$ cat config.mk
export PLATFORM = sky130hd
export DESIGN_NAME = mem_port_arbiter
export DESIGN_NICKNAME = d
export VERILOG_FILES = /design/src/rtl/mem_port_arbiter.sv
export SDC_FILE = /design/constraint.sdc
export NUM_CORES = 1
export LEC_CHECK = 0
export BUFFER_PORTS_ARGS = -buffer_cell sky130_fd_sc_hd__buf_4
export CORE_UTILIZATION = 38
export DETAILED_ROUTE_END_ITERATION = 7
export PLACE_DENSITY = 0.88
export SLEW_MARGIN = 40
export SYNTH_ARGS = -nofsm -noshare
export SYNTH_HDL_FRONTEND = slang
export SYNTH_SLANG_ARGS = --single-unit
$ cat constraint.sdc
create_clock -name clk -period 2.05 [get_ports clk]
set_clock_uncertainty 0.2 [all_clocks]
set_input_delay 0 -clock clk [delete_from_list [all_inputs] [get_ports clk]]
set_output_delay 0 -clock clk [all_outputs]
set_load 0.03 [all_outputs]
$ cat src/rtl/mem_port_arbiter.sv
// Arbitrates the single-port unified memory between fetch and the MEM stage.
// Define MEMARB_STALL_CNT_EN to build the saturating fetch-stall counter.
module mem_port_arbiter #(
  parameter int DATA_W = 16,
  parameter int ADDR_W = 12
) (
  input  logic                clk,
  input  logic                reset,
  input  logic                if_req,
  input  logic [ADDR_W-1:0]   if_addr,
  output logic                if_gnt,
  output logic                if_rvalid,
  output logic [DATA_W-1:0]   if_rdata,
  input  logic                dm_req,
  input  logic                dm_we,
  input  logic                dm_wide,
  input  logic [ADDR_W-1:0]   dm_addr,
  input  logic [2*DATA_W-1:0] dm_wdata,
  output logic                dm_done,
  output logic [2*DATA_W-1:0] dm_rdata,
  output logic                mem_en,
  output logic                mem_we,
  output logic [ADDR_W-1:0]   mem_addr,
  output logic [DATA_W-1:0]   mem_wdata,
  input  logic [DATA_W-1:0]   mem_rdata,
  output logic                fetch_stall,
  output logic                mem_stall,
  output logic [15:0]         stall_cnt
);

  typedef enum logic [1:0] {
    IDLE  = 2'd0,
    DHI   = 2'd1,
    DLAST = 2'd2
  } state_t;

  state_t            state_q, state_d;
  logic              rvalid_q;
  logic [DATA_W-1:0] lo_q;

  always_ff @(posedge clk or negedge reset) begin
    if (!reset) begin
      state_q  <= IDLE;
      rvalid_q <= 1'b0;
      lo_q     <= '0;
    end else begin
      state_q  <= state_d;
      rvalid_q <= if_gnt;
      // Beat 0 read data is on the bus while beat 1 issues.
      if (state_q == DHI)
        lo_q <= mem_rdata;
    end
  end

  always_comb begin
    state_d   = state_q;
    if_gnt    = 1'b0;
    dm_done   = 1'b0;
    dm_rdata  = '0;
    mem_en    = 1'b0;
    mem_we    = 1'b0;
    mem_addr  = '0;
    mem_wdata = '0;
    unique case (state_q)
      IDLE: begin
        if (dm_req) begin
          state_d   = dm_wide ? DHI : DLAST;
          mem_en    = 1'b1;
          mem_we    = dm_we;
          mem_addr  = dm_addr;
          mem_wdata = dm_wdata[DATA_W-1:0];
        end else if (if_req) begin
          if_gnt   = 1'b1;
          mem_en   = 1'b1;
          mem_addr = if_addr;
        end
      end
      DHI: begin
        state_d   = DLAST;
        mem_en    = 1'b1;
        mem_we    = dm_we;
        mem_addr  = dm_addr + 1'b1;
        mem_wdata = dm_wdata[2*DATA_W-1:DATA_W];
      end
      DLAST: begin
        state_d = IDLE;
        dm_done = 1'b1;
        if (!dm_we)
          dm_rdata = dm_wide ? {mem_rdata, lo_q}
                             : {{DATA_W{1'b0}}, mem_rdata};
        // Completion slot carries no data beat, so fetch gets it.
        if (if_req) begin
          if_gnt   = 1'b1;
          mem_en   = 1'b1;
          mem_addr = if_addr;
        end
      end
      default: state_d = IDLE;
    endcase
  end

  assign if_rvalid   = rvalid_q;
  assign if_rdata    = mem_rdata;
  assign fetch_stall = if_req & ~if_gnt;
  assign mem_stall   = dm_req & ~dm_done;

`ifdef MEMARB_STALL_CNT_EN
  logic [15:0] cnt_q;

  always_ff @(posedge clk or negedge reset) begin
    if (!reset)
      cnt_q <= '0;
    else if (fetch_stall && cnt_q != 16'hFFFF)
      cnt_q <= cnt_q + 16'd1;
  end

  assign stall_cnt = cnt_q;
`else
  assign stall_cnt = '0;
`endif

endmodule
==> metrics.md, run 1 <==
| Metric | Value |
|---|---|
| Clock slew at reported path FFs | about 0.07 ns |
| Cell breakdown of the critical path | nor2b_1 -> nor2_1 -> buf_4 -> a222oi_1 -> inv_1 -> buf_4 |
| Reg2Reg Depth | 4 |
| Compound-gate portion of the synthesized area | 18.0% |
| Period utilization | a little over nine tenths |
| WP data required | 1.85 ns |
| Crit path max fanout | 13 |
| Fin crit period | about 2.0 ns |
| Post-synth top cells | 62 x nand2_1, 33 x buf_4, 23 x nor2_1 |
| Post-Synth Adder-Cell Area | less than 1% |
| Post-synth EDFFs | 0 |
| Final Cell Area | approximately 3300 um^2 |
| Area Growth Syn to Fin | 67.6% |
| Congestion Overflow GR | 0 |
| Ports | 177 |
| Critical path's top delay family | buffers and inverters |
| Mapped cell area | between 1500 and 2000 um^2 |
| WL/cell | 13.4 um |
| Drt first pass iters | 4 |
| Cell mode on critical path | buf_4 |
| Latest clock arrival within the worst-skew pair | 0.25 ns |
| Initial detailed-routing violation count | ~220 |
| Largest net degree at the start of global routing | 34 |
| Crit-path slowest cell | dfrtp_1 |
| Vias | between 2,000 and 2,500 |
| Post-DR vias/cell | 4.93 |
| Synth Register Bits | 19 |
| HPWL after DPL | around 4700 um |
| CTS root buf | clkbuf_8 |
| Die Span Y | approximately 74 um |
| CP peak stage delay | approximately 0.43 ns |
| Power Density | roughly 530 nW/um^2 |
| Status | finished, final reports clean |
| Vias in the first global route | 2,201 |
| FF+latch area | approximately 480 um^2 |
| Top cells by area, synth | dfrtp_1 24%, buf_4 13%, nand2_1 12% |
| Post-CTS Setup Repair Bufs | 0 |
| Buffer depth of the longest clock path | 2 |
| GP Congestion | between 0.8 and 0.9 |
| Max Cap Viol | 0 |
| Initial antenna violation count | 0 |
| Port bufs | 160 |
| Drt total wl | 6490 um |
| Global-route wire length before repair | 10,100 um |
| Xor/xnor share of the synthesized area | 0.447% |
| Post-synthesis mux area share | 8.68% |
| Final net count | just under 500 |
| Multi-input logic area | roughly 1200 um^2 |
| Syn Inst Count | 260 |
| Number of distinct library cells after synthesis | 42 |
| Chip Width | 73.8 um |
| Die area | between 5000 and 6000 um^2 |
| Total power | ~1800 uW |
| Setup crit end kind | output pin |
| Hold_ws | 0.115 ns |
| Seq/Total Area, Yosys | ~24% |
| Unrepaired setup endpoints after global routing | yes |
| Residual DRC | 0 |
| Top-count cell post-synth | nand2_1 |
| Startpoint Class | register |
| Final worst setup slack | between 0.07 and 0.08 ns |
| CTS tree | done |
| Row Count | 25 |
| Filler cells | between 400 and 500 |
| Dpl cell area | between 3000 and 4000 um^2 |
| Antenna-violating nets left | 0 |
| Fmax | around 500 MHz |
| Crit Path Class | reg2out |
| Leak | roughly 0.0018 uW |
| GRT Util Overall | between 20% and 30% |
| HP Class | in2async |
| Synth Flop Type | dfrtp_1 |
| Largest family of logic cells by synthesized area | simple AND/OR/NAND/NOR gates |
| Max-slew violations | 0 |
| Yosys top cell by area | dfrtp_1 |
| Levels on crit path | 6 |
| Pre-CTS setup slack | 0.336 ns |
| Critical path arrival | ~1.8 ns |
| Total core area | about 4800 um^2 |
| Total CTS buffers | 3 |
| Worst IR drop on VDD | about 0.36 mV |
| YS warnings | 0 |
| Mean Syn Cell Area | roughly 7.5 um^2 |
| Final count of negative-setup-slack endpoints | 0 |
| Starting density of the core | 40.4% |
| Simple-Gate Fraction of Synth Area | a little under a third |
| Sink Count | 19 |
| Fin Setup TNS | 0 ns |
| WP buf/inv | 3 |
| Yosys top cell area share | 24.3% |
| CTS H-tree depth | 1 |
| Diode count | 0 |
| Async S/R FF share, synth | between 90% and 100% |
| Share of cells above drive strength 1 | 42.8% |
| Final hold vios | 0 |
routing by layer:
layer  track usage [%]  share of wire, %
met1              27.3                39
met2              44.4                54
met3              4.25               5.4
met4              6.20              0.97
met5                 0                 0
through the flow:
step                cells  utilization [%]
CTS                   483             67.6
detailed placement    458             62.3
floorplan             275                -
finish                483             67.7
global placement      458             62.3
global route          483             67.7
repair_timing:
item	CTS	global route
resized for setup	0	5
hold buffers	21	0
endpoints found under the hold margin	38	0
endpoints found under the setup margin	0	33
cells by family (layout without fill, tap and decap cells):
family | Yosys count | count (layout)
AND/OR/NAND/NOR | 122 | 122
buffers and inverters | 54 | 195
AO/OA/AOI/OAI | 45 | 45
flip-flops | 19 | 19
multiplexers | 17 | 17
adder cells (fa/ha/maj) | 1 | 1
other | 1 | 16
XOR/XNOR | 1 | 1
cells in the final DEF (no fill, tap or decap), types with 5 or more instances in the layout:
cell	n
buf_4	164
nand2_1	61
nor2_1	23
dlygate4sd3_1	20
dfrtp_1	19
mux2i_1	17
a22o_1	16
and3_1	16
conb_1	16
o21ai_0	7
nand2b_1	5
inv_1	5
a221o_1	5
layout make-up:
cell class | count | area share [%]
tap | 67 | 2.55
sequential | 19 | 14.5
clock buffer | 3 | 1.26
multi-input combinational | 202 | 36.8
clock inverter | 1 | 0.152
timing repair buffer | 186 | 44.2
inverter | 5 | 0.572
worst paths after layout:
path | from | endpoint | slack [ns]
worst max-delay path | state_q[1] | mem_addr[1] | 0.08
worst min-delay path | reset | lo_q[7] | 0.12
worst max register to register | state_q[1] | lo_q[8] | 0.60
worst min register to register | lo_q[13] | lo_q[13] | 0.28
max in group asynchronous | reset | lo_q[4] | 1.24
min in group clk | dm_wdata[27] | mem_wdata[11] | 0.13
sequential cells by signal, summed over array words and instances, names as in the netlist:
register   cells
lo_q          16
state_q        2
if_rvalid      1
worst min-delay path: cells and delay by family:
family   cells  cell delay (ns)
buf+inv      3             1.00
power by group:
group	switching, uW	internal (uW)
registers	54.2	469
clock network	124	135
logic	561	410
total	739	1010
Power figures use the tool's default switching activity.
==> run 2, diff against run 1 <==
PLACE_DENSITY = 0.89   (was 0.88)
==> metrics.md, run 2 (synthesized netlist as in run 1, its figures left out) <==
| Metric | Value |
|---|---|
| WP data required | 1.85 ns (about the same) |
| Final Cell Area | 3300 um^2 (+0.65%) |
| Worst IR drop on VDD | 0.537 mV (+47%) |
| Unrepaired setup endpoints after global routing | no |
| HP Class | in2async |
| Max-slew violations | 0 (unchanged) |
| Total core area | 4850 um^2 (unchanged) |
| Status | finished, final reports clean |
| CTS root buf | clkbuf_8 |
| Fin Setup TNS | 0 ns (unchanged) |
| Latest clock arrival within the worst-skew pair | 0.24 ns (about the same) |
| Dpl cell area | 3030 um^2 (+0.25%) |
| Switching power | 734 uW (-0.63%) |
| Final Non-Filler Cells | 486 (+0.62%) |
| Congestion Overflow GR | 0 (unchanged) |
| CP Launch Point | state_q[0] |
| Ports | 177 (unchanged) |
| Crit Path Class | reg2out |
| Critical path arrival | 1.75 ns (-0.02 ns) |
| GRT Util Overall | 22.7% (-1.0 points) |
| Met3 Usage GRT | 3.16% (-1.1 points) |
| Leak | 0.00183 uW (+0.62%) |
| Clock power share | 14.3% (-0.5 points) |
| Final net count | 499 (+0.60%) |
| Commonest non-fill, non-tap cell in the layout | buf_4 |
| Total CTS buffers | 3 (unchanged) |
| Gate power share | 56.0% (+0.6 points) |
| Most frequent cells in the layout | 167 x buf_4, 61 x nand2_1, 23 x nor2_1 |
| Antenna-violating nets left | 0 (unchanged) |
| Met1 usage | 26.0% (-1.3 points) |
| Row Count | 25 (unchanged) |
| Port bufs | 160 (unchanged) |
| Largest net degree at the start of global routing | 34 (unchanged) |
| Drt total wl | 6770 um (+4.4%) |
| Max Cap Viol | 0 (unchanged) |
| Clock slew at reported path FFs | 0.07 ns (about the same) |
| Share of cells above drive strength 1 | 43.7% (+0.89 points) |
| Die Span Y | 73.8 um (unchanged) |
| CTS tree | done |
| Vias | 2,429 (+2.1%) |
| Drt first pass iters | 4 (unchanged) |
| Starting density of the core | 40.4% (unchanged) |
| Initial antenna violation count | 0 (unchanged) |
| Seq pwr share | 29.8% (about the same) |
| Period utilization | 94.9% (-1.4 points) |
| Post-DR vias/cell | 5.00 (+1.5%) |
| Internal power | 1020 uW (+0.69%) |
| # placed instances | 459 (+0.22%) |
| Initial detailed-routing violation count | 190 (-12%) |
| CTS H-tree depth | 1 (unchanged) |
| Diode count | 0 (unchanged) |
| Total power | 1760 uW (+0.14%) |
| WL/cell | 13.9 um (+3.8%) |
| Switch share | 41.8% (-0.32 points) |
| Vias in the first global route | 2,180 (-0.95%) |
| Crit path max fanout | 22 (+9) |
| Buffer depth of the longest clock path | 2 (unchanged) |
| GP Congestion | 0.841 (-2.2%) |
| Die area | 5450 um^2 (unchanged) |
| Startpoint Class | register |
| Final hold vios | 0 (unchanged) |
| Chip Width | 73.8 um (unchanged) |
| Fin crit period | 1.95 ns (-0.0278 ns) |
| Peak-usage layer in the global routing report | met2 |
| Met2 Usage GRT | 42.5% (-1.9 points) |
| Reg with most FFs | lo_q |
| Final count of negative-setup-slack endpoints | 0 (unchanged) |
| Fmax | 514 MHz (+1.4%) |
| Residual DRC | 0 (unchanged) |
| Setup crit end kind | output pin |
| Power Density | 531 nW/um^2 (-0.51%) |
| Worst R2R Start | state_q[1] |
| HPWL after DPL | 4760 um (+0.33%) |
| Area Growth Syn to Fin | 68.6% |
| Global-route wire length before repair | 9700 um (-4.0%) |
| Sink Count | 19 (unchanged) |
| Largest register FFs | 16 (unchanged) |
## run 2: worst paths after layout
path / end / slack (ns) / depth (start not counted)
max: mem_addr[1] / 0.10 / 5
min: lo_q[10] / 0.12 / 3
max reg2reg: lo_q[14] / 0.58 / 4
min reg2reg: lo_q[10] / 0.28 / 2
max in group asynchronous: state_q[0] / 1.20 / 3
min in group clk: mem_wdata[4] / 0.13 / 3
## run 2: layout make-up
cell class / count / area [um^2]
Timing Repair Buffer: 189 / 1470
Multi-Input combinational cell: 202 / 1210
Tap cell: 67 / 83.8
Clock buffer: 4 / 45.0
Fill cell: 397 / 1540
Sequential cell: 19 / 478
Inverter: 5 / 18.8
## run 2: per-layer routing
| layer | up-vias | wire length (um) | share of wire, % |
|---|---|---|---|
| met5 | - | 0 | 0 |
| met1 | 1139 | 2700 | 40 |
| met2 | 104 | 3640 | 54 |
| li1 | 1172 | - | - |
| met4 | 0 | 138 | 2.0 |
| met3 | 14 | 290 | 4.3 |
## run 2: what timing repair did
action / CTS / global route
setup buffers: 0 / 2
hold buffers: 21 / 0
endpoints found under the hold margin: 38 / 0
endpoints found under the setup margin: 0 / 30
gates resized for setup: 0 / 6
## run 2: critical path: stages, from the launching register on
cell and delay (ns):
dfrtp_2 0.45, and2b_2 0.26, buf_6 0.18, a222oi_1 0.36, inv_1 0.07, buf_4 0.17
## run 2: power groups by stage
stage | Sequential [uW] | Combinational [uW] | Clock (uW)
floorplan | 516 | 612 | 0
global placement | 523 | 920 | 0
detailed placement | 528 | 934 | 0
CTS | 521 | 969 | 257
global route | 535 | 1050 | 271
finish | 522 | 982 | 250
## run 2: metrics by stage
| stage | worst slack [ns] | hold slack [ns] | util, % |
|---|---|---|---|
| final | 0.104 | 0.115 | 68.2 |
| after global routing | 0.00179 | 0.147 | 68.2 |
| after CTS | 0.0174 | 0.130 | 67.7 |
| after detailed placement | 0.308 | -0.312 | 62.4 |
| after global placement | 0.403 | -0.314 | 62.4 |
| after floorplan | 0.144 | -0.496 | - |
